### src/rtl/dpram_port_arbiter.sv
// rtl/dpram_port_arbiter.sv - round-robin arbiter sharing RAM port A between three requesters
// Optionally zero-fills the RAM after reset before serving any request.
module dpram_port_arbiter #(
  parameter int addr_width_g     = 8,
  parameter int data_width_g     = 8,
  parameter bit clear_on_reset_g = 1'b1
) (
  input  logic                         clock,
  input  logic                         reset_n,
  input  logic [2:0]                   req,
  input  logic [2:0]                   we,
  input  logic [3*addr_width_g-1:0]    addr,
  input  logic [3*data_width_g-1:0]    wdata,
  output logic [2:0]                   ack,
  output logic [2:0]                   rvalid,
  output logic [data_width_g-1:0]      rdata,
  output logic                         busy,
  output logic                         ram_wren,
  output logic [addr_width_g-1:0]      ram_address,
  output logic [data_width_g-1:0]      ram_data,
  input  logic [data_width_g-1:0]      ram_q
);

  localparam logic [0:0] state_clear = 1'b0;
  localparam logic [0:0] state_run   = 1'b1;

  // One past the last RAM address: the clear is complete when the counter gets here.
  localparam logic [addr_width_g:0] clear_end = (addr_width_g + 1)'(1) << addr_width_g;

  logic [0:0]              state;
  logic [addr_width_g:0]   clear_cnt;
  logic [1:0]              ptr;

  logic [2:0]              eligible;
  logic                    grant_valid;
  logic [1:0]              grant_idx;
  logic [2:0]              cand_sum;
  logic [1:0]              cand;

  // A requester whose ack is showing this cycle is still holding its old req; mask it.
  always_comb begin
    eligible    = req & ~ack;
    grant_valid = 1'b0;
    grant_idx   = 2'd0;
    cand_sum    = 3'd0;
    cand        = 2'd0;
    for (int k = 2; k >= 0; k--) begin
      cand_sum = {1'b0, ptr} + 3'(k);
      cand     = (cand_sum >= 3'd3) ? 2'(cand_sum - 3'd3) : cand_sum[1:0];
      if (eligible[cand]) begin
        grant_valid = 1'b1;
        grant_idx   = cand;
      end
    end
  end

  assign rdata = ram_q;

  always_ff @(posedge clock or negedge reset_n) begin
    if (!reset_n) begin
      state       <= clear_on_reset_g ? state_clear : state_run;
      busy        <= clear_on_reset_g;
      clear_cnt   <= '0;
      ptr         <= 2'd0;
      ack         <= 3'b000;
      rvalid      <= 3'b000;
      ram_wren    <= 1'b0;
      ram_address <= '0;
      ram_data    <= '0;
    end else begin
      ack    <= 3'b000;
      rvalid <= 3'b000;
      case (state)
        state_clear: begin
          if (clear_cnt == clear_end) begin
            state    <= state_run;
            busy     <= 1'b0;
            ram_wren <= 1'b0;
          end else begin
            ram_wren    <= 1'b1;
            ram_address <= clear_cnt[addr_width_g-1:0];
            ram_data    <= '0;
            clear_cnt   <= clear_cnt + 1'b1;
          end
        end
        default: begin
          // RAM q_a is valid the cycle after the issue cycle, so rvalid trails a read ack by one.
          rvalid <= ram_wren ? 3'b000 : ack;
          if (grant_valid) begin
            ack         <= 3'(1) << grant_idx;
            ram_wren    <= we[grant_idx];
            ram_address <= addr[int'(grant_idx)*addr_width_g +: addr_width_g];
            ram_data    <= wdata[int'(grant_idx)*data_width_g +: data_width_g];
            ptr         <= (grant_idx == 2'd2) ? 2'd0 : grant_idx + 2'd1;
          end else begin
            ram_wren <= 1'b0;
          end
        end
      endcase
    end
  end

endmodule

### config.mk
export PLATFORM = sky130hd
export DESIGN_NAME = dpram_port_arbiter
export DESIGN_NICKNAME = d
export VERILOG_FILES = /design/src/rtl/dpram_port_arbiter.sv
export SDC_FILE = /design/constraint.sdc
export NUM_CORES = 1
export LEC_CHECK = 0
export ABC_AREA = 1
export CAP_MARGIN = 0
export CORE_ASPECT_RATIO = 0.7
export CORE_MARGIN = 2
export CORE_UTILIZATION = 39
export DETAILED_ROUTE_END_ITERATION = 12
export PLACE_DENSITY = 0.76
export SLEW_MARGIN = 5
export SYNTH_ARGS = -nofsm -noshare
export SYNTH_HDL_FRONTEND = slang
export SYNTH_SLANG_ARGS = --single-unit
### constraint.sdc
create_clock -name clock -period 2.1 [get_ports clock]
set_clock_uncertainty 0.2 [all_clocks]
set_input_delay 0.42 -clock clock [delete_from_list [all_inputs] [get_ports clock]]
set_output_delay 0.42 -clock clock [all_outputs]
set_load 0.005 [all_outputs]
==> summary.log <==
[grt] largest net degree at the start of global routing 37
[finish] Total Nets Final 457
[setup_path] Worst path most repeated cell sky130_fd_sc_hd__nand2_4
[floorplan] area of the core 0.00578 mm^2
[sta] max-slew violation count 0
[yosys] synthesized net count 362
[routing] top metal layer carrying routed signals met4
[sta] final period demand of the worst path 2.18 ns
[clock_tree] maximum clock path buffer count 2
[power_and_ir_drop] Logic pwr share 20.5%
[flow_run] number of violations of the max-capacitance limit 0
[grt] number of antenna violations at the first check in global routing 0
[setup_path] critical path capture point type flip-flop
[finish] FILL cells 471
[routing] Routed met3 length 617 um
[setup_path] cells along the critical path inv_2, ha_4, nor2_2, nand2_2, a21boi_2, nand3_2, nand2_4, nand2_4, o21ai_0, inv_1, nand2_1
[sta] ratio of final minimum period to clock period 104%
[floorplan] die height 69.1 um
[clock_tree] CTS hold repair buffers 0
[clock_tree] number of CTS-inserted buffers 5
[routing] number of detailed-routing iterations run before antenna repair 5
[placed_design] Placer Congestion 0.863
[grt] sum of overflow across all layers after global routing 0
[finish] Finished Core Util 63.7%
[power_and_ir_drop] clock network fraction of total power 33.9%
[yosys] number of distinct standard cells referenced by the synthesized netlist 30
[placed_design] quantity of I/O buffers inserted on ports 79
[setup_path] maximum fanout encountered on the critical timing path 7
[power_and_ir_drop] leakage power 1.69 nW
[setup_path] required arrival time at the worst endpoint 2.14 ns
[clock_tree] clock-pin slew of the registers on the worst-case setup and hold paths 0.07 ns
[yosys] post-synthesis sequential element count 36
[setup_path] Critical Path Source Type flip-flop
[yosys] sequential cell area fraction in the yosys report 38.2%
[clock_tree] H-tree depth reported by CTS 2
[grt] gr usage total 19.6%
[yosys] top post-synthesis cells by area sky130_fd_sc_hd__dfrtp_1 37%, sky130_fd_sc_hd__nand2_1 12%, sky130_fd_sc_hd__nand3_2 10%
[sta] worst slew margin relative to its limit 59.7%
[routing] met2 routed WL 3310 um
[yosys] Avg Cell Area, Syn 8.04 um^2
[yosys] Post-Synthesis Cell Area 0.00236 mm^2
[setup_path] category of the critical setup timing path reg2reg
[grt] vias in the first global route 2196
[floorplan] IO Pins 96
[routing] total length of routed wires 7380 um
[routing] vias after detailed routing 2427
[floorplan] floorplan die area 0.00671 mm^2
[finish] diode count 0
[sta] transition time at the pin with the least slew margin 0.598 ns
[run_status] status finished with violations
[yosys] synthesized instance count 294
[routing] initial detailed-routing violation count 187
[finish] fraction of layout instances using a drive strength above 1 28.5%
[placed_design] worst slack at placement -0.171 ns
[routing] per-cell routed wire length 15.9 um
[power_and_ir_drop] internal power 0.00113 W
[min_path] worst hold-check path type reg2reg
[min_path] cell depth of the worst hold path 1
[setup_path] worst stage delay on the critical path 0.41 ns
[run_status] violated checks negative setup slack
[routing] remaining antenna violation count 0
[floorplan] chip width 97.0 um
[sta] least setup slack across all paths after layout -0.0807 ns
[floorplan] initial standard-cell utilization of the core 40.9%
[grt] global-route wire length before repair 10600 um
[sta] final hold violation count 0
[sta] setup repair after global routing missed its margin yes
[setup_path] kind of cell with the highest combined delay on the critical path simple AND/OR/NAND/NOR gates
[setup_path] startpoint of the worst-slack reg-to-reg timing path ptr[0]
[clock_tree] clock sink total 36
[min_path] worst hold endpoint busy
[power_and_ir_drop] ratio of total power to cell area 413 mW/mm^2
[power_and_ir_drop] part of the total power dissipated in sequential elements 45.6%
[routing] drc violations 0
[setup_path] CP arrival 2.22 ns
[yosys] Ys Warns 0
[routing] wire length the detailed router placed on met1 3300 um
[setup_path] endpoint of the worst register-to-register path ram_address[3]
[placed_design] placed wire-length estimate after detailed placement 5040 um
[power_and_ir_drop] Power, Total 0.00152 W
[power_and_ir_drop] Sw Share 25.6%
[clock_tree] worst-skew pair later-pin latency 0.30 ns
[finish] Layout area overhead 55.8%
[sta] Setup violations, final 1
[power_and_ir_drop] Max IR drop VDD 0.247 mV
[routing] via count normalized by instance count 5.22
[clock_tree] Clock Root Buffer sky130_fd_sc_hd__clkbuf_8
[setup_path] cell with the largest stage delay on the worst path sky130_fd_sc_hd__dfrtp_1
[power_and_ir_drop] switching power 0.000389 W
[sta] worst hold margin 0.268 ns
[setup_path] number of buffers and inverters on the critical path 2
[sta] maximum operating frequency 459 MHz
[yosys] Yosys top cell by area sky130_fd_sc_hd__dfrtp_1
[min_path] hold path start busy
[clock_tree] CTS tree yes
[setup_path] length in cells of the worst reg-to-reg path 11
[yosys] share of the synthesized area in the top cell type 37.1%
[floorplan] site row count 23
[setup_path] minimum setup slack among reg-to-reg paths -0.08 ns
[repair_timing]
action                                  4_1_cts  5_1_grt
gates cloned                                  0        3
gates resized for setup                       2       62
pin swaps                                     0       14
buffers inserted                              0        4
endpoints found under the setup margin       18       22
[cells in the final DEF, fill, tap and decap left out, types with 3 or more instances in the layout]
cell type and n:
sky130_fd_sc_hd__nand2_4 7, sky130_fd_sc_hd__buf_4 15, sky130_fd_sc_hd__dfrtp_1 35, sky130_fd_sc_hd__xor2_1 7, sky130_fd_sc_hd__nand3_4 5, sky130_fd_sc_hd__inv_4 3
sky130_fd_sc_hd__nand2_2 16, sky130_fd_sc_hd__buf_12 3, sky130_fd_sc_hd__nand2_8 3, sky130_fd_sc_hd__clkbuf_8 6, sky130_fd_sc_hd__inv_2 6, sky130_fd_sc_hd__nand3_1 43
sky130_fd_sc_hd__buf_6 5, sky130_fd_sc_hd__o21ai_0 7, sky130_fd_sc_hd__clkdlybuf4s50_1 79, sky130_fd_sc_hd__nor3_1 4, sky130_fd_sc_hd__inv_1 21, sky130_fd_sc_hd__nor3_2 3
sky130_fd_sc_hd__nor2_1 8, sky130_fd_sc_hd__nand3_2 23, sky130_fd_sc_hd__nand2_1 63
[kinds of logic after synthesis]
kind of cell,Yosys count,synth area share [%]
XOR/XNOR,8,2.96
flip-flops,36,38.2
AND/OR/NAND/NOR,181,41.1
adder cells (fa/ha/maj),4,2.12
AO/OA/AOI/OAI,16,3.97
buffers and inverters,49,11.6
[worst max path at each step]
| stage | startpoint | endpoint | depth (start not counted) |
|---|---|---|---|
| floorplan | ptr[0] | ram_address[7] | 14 |
| global placement | req[2] | ram_address[7] | 12 |
| detailed placement | req[2] | ram_address[3] | 12 |
| CTS | ptr[1] | ptr[0] | 11 |
| global route | ptr[0] | ram_address[3] | 11 |
| finish | ptr[0] | ram_address[3] | 11 |
[synthesized netlist by cell type, drive strengths merged]
master   n
a21boi   1
a21oi    2
buf     18
dfrtp   35
dfstp    1
ha       4
inv     31
nand2   88
nand3   71
nand4    1
nor2    12
nor3     7
nor4     1
o21a     1
o21ai   10
o21bai   2
or2      1
xnor2    1
xor2     7
[worst register-to-register path, cell delays in order (launching register included)]
cell	delay [ns]
sky130_fd_sc_hd__dfrtp_1	0.41
sky130_fd_sc_hd__inv_2	0.07
sky130_fd_sc_hd__ha_4	0.35
sky130_fd_sc_hd__nor2_2	0.07
sky130_fd_sc_hd__nand2_2	0.11
sky130_fd_sc_hd__a21boi_2	0.21
sky130_fd_sc_hd__nand3_2	0.11
sky130_fd_sc_hd__nand2_4	0.13
sky130_fd_sc_hd__nand2_4	0.10
sky130_fd_sc_hd__o21ai_0	0.22
sky130_fd_sc_hd__inv_1	0.07
sky130_fd_sc_hd__nand2_1	0.07
[per-layer routing]
| layer | vias up | global-route usage, % |
|---|---|---|
| met3 | 17 | 4.97 |
| met5 | - | 0 |
| met1 | 1141 | 28.1 |
| met2 | 137 | 29.3 |
| li1 | 1132 | - |
| met4 | 0 | 6.10 |
[per-stage QoR]
step	cell area (um^2)	instances	TNS [ns]
final	3680	465	-0.0807
after global routing	3680	465	-1.95
after CTS	3370	458	0
after detailed placement	3280	450	-3.08
after global placement	3280	450	-2.11
after floorplan	2360	294	0
[state kept, by name, summed over array words and instances (netlist names)]
register and cells:
clear_cnt 9, ram_address 8, ram_data 8, ack 3, rvalid 3, ptr 2, busy 1, ram_wren 1
state 1
[layout make-up]
cell class / count / area [um^2] / share of cell area [%]
timing repair buffer: 104 / 1060 / 28.8
sequential: 36 / 902 / 24.5
inverter: 31 / 130 / 3.53
multi-input combinational: 210 / 1400 / 38.0
timing repair inverter: 1 / 6.26 / 0.170
tap: 75 / 93.8 / 2.55
clock buffer: 8 / 90.1 / 2.45
[power groups by stage]
stage	Clock, W	Combinational, W	Sequential, W
global route	0.000557	0.000331	0.000692
finish	0.000515	0.000312	0.000693
detailed placement	0	0.000269	0.000706
CTS	0.000524	0.000271	0.000693
floorplan	0	0.000127	0.000707
global placement	0	0.000267	0.000706
(Power assumes the default switching activity.)
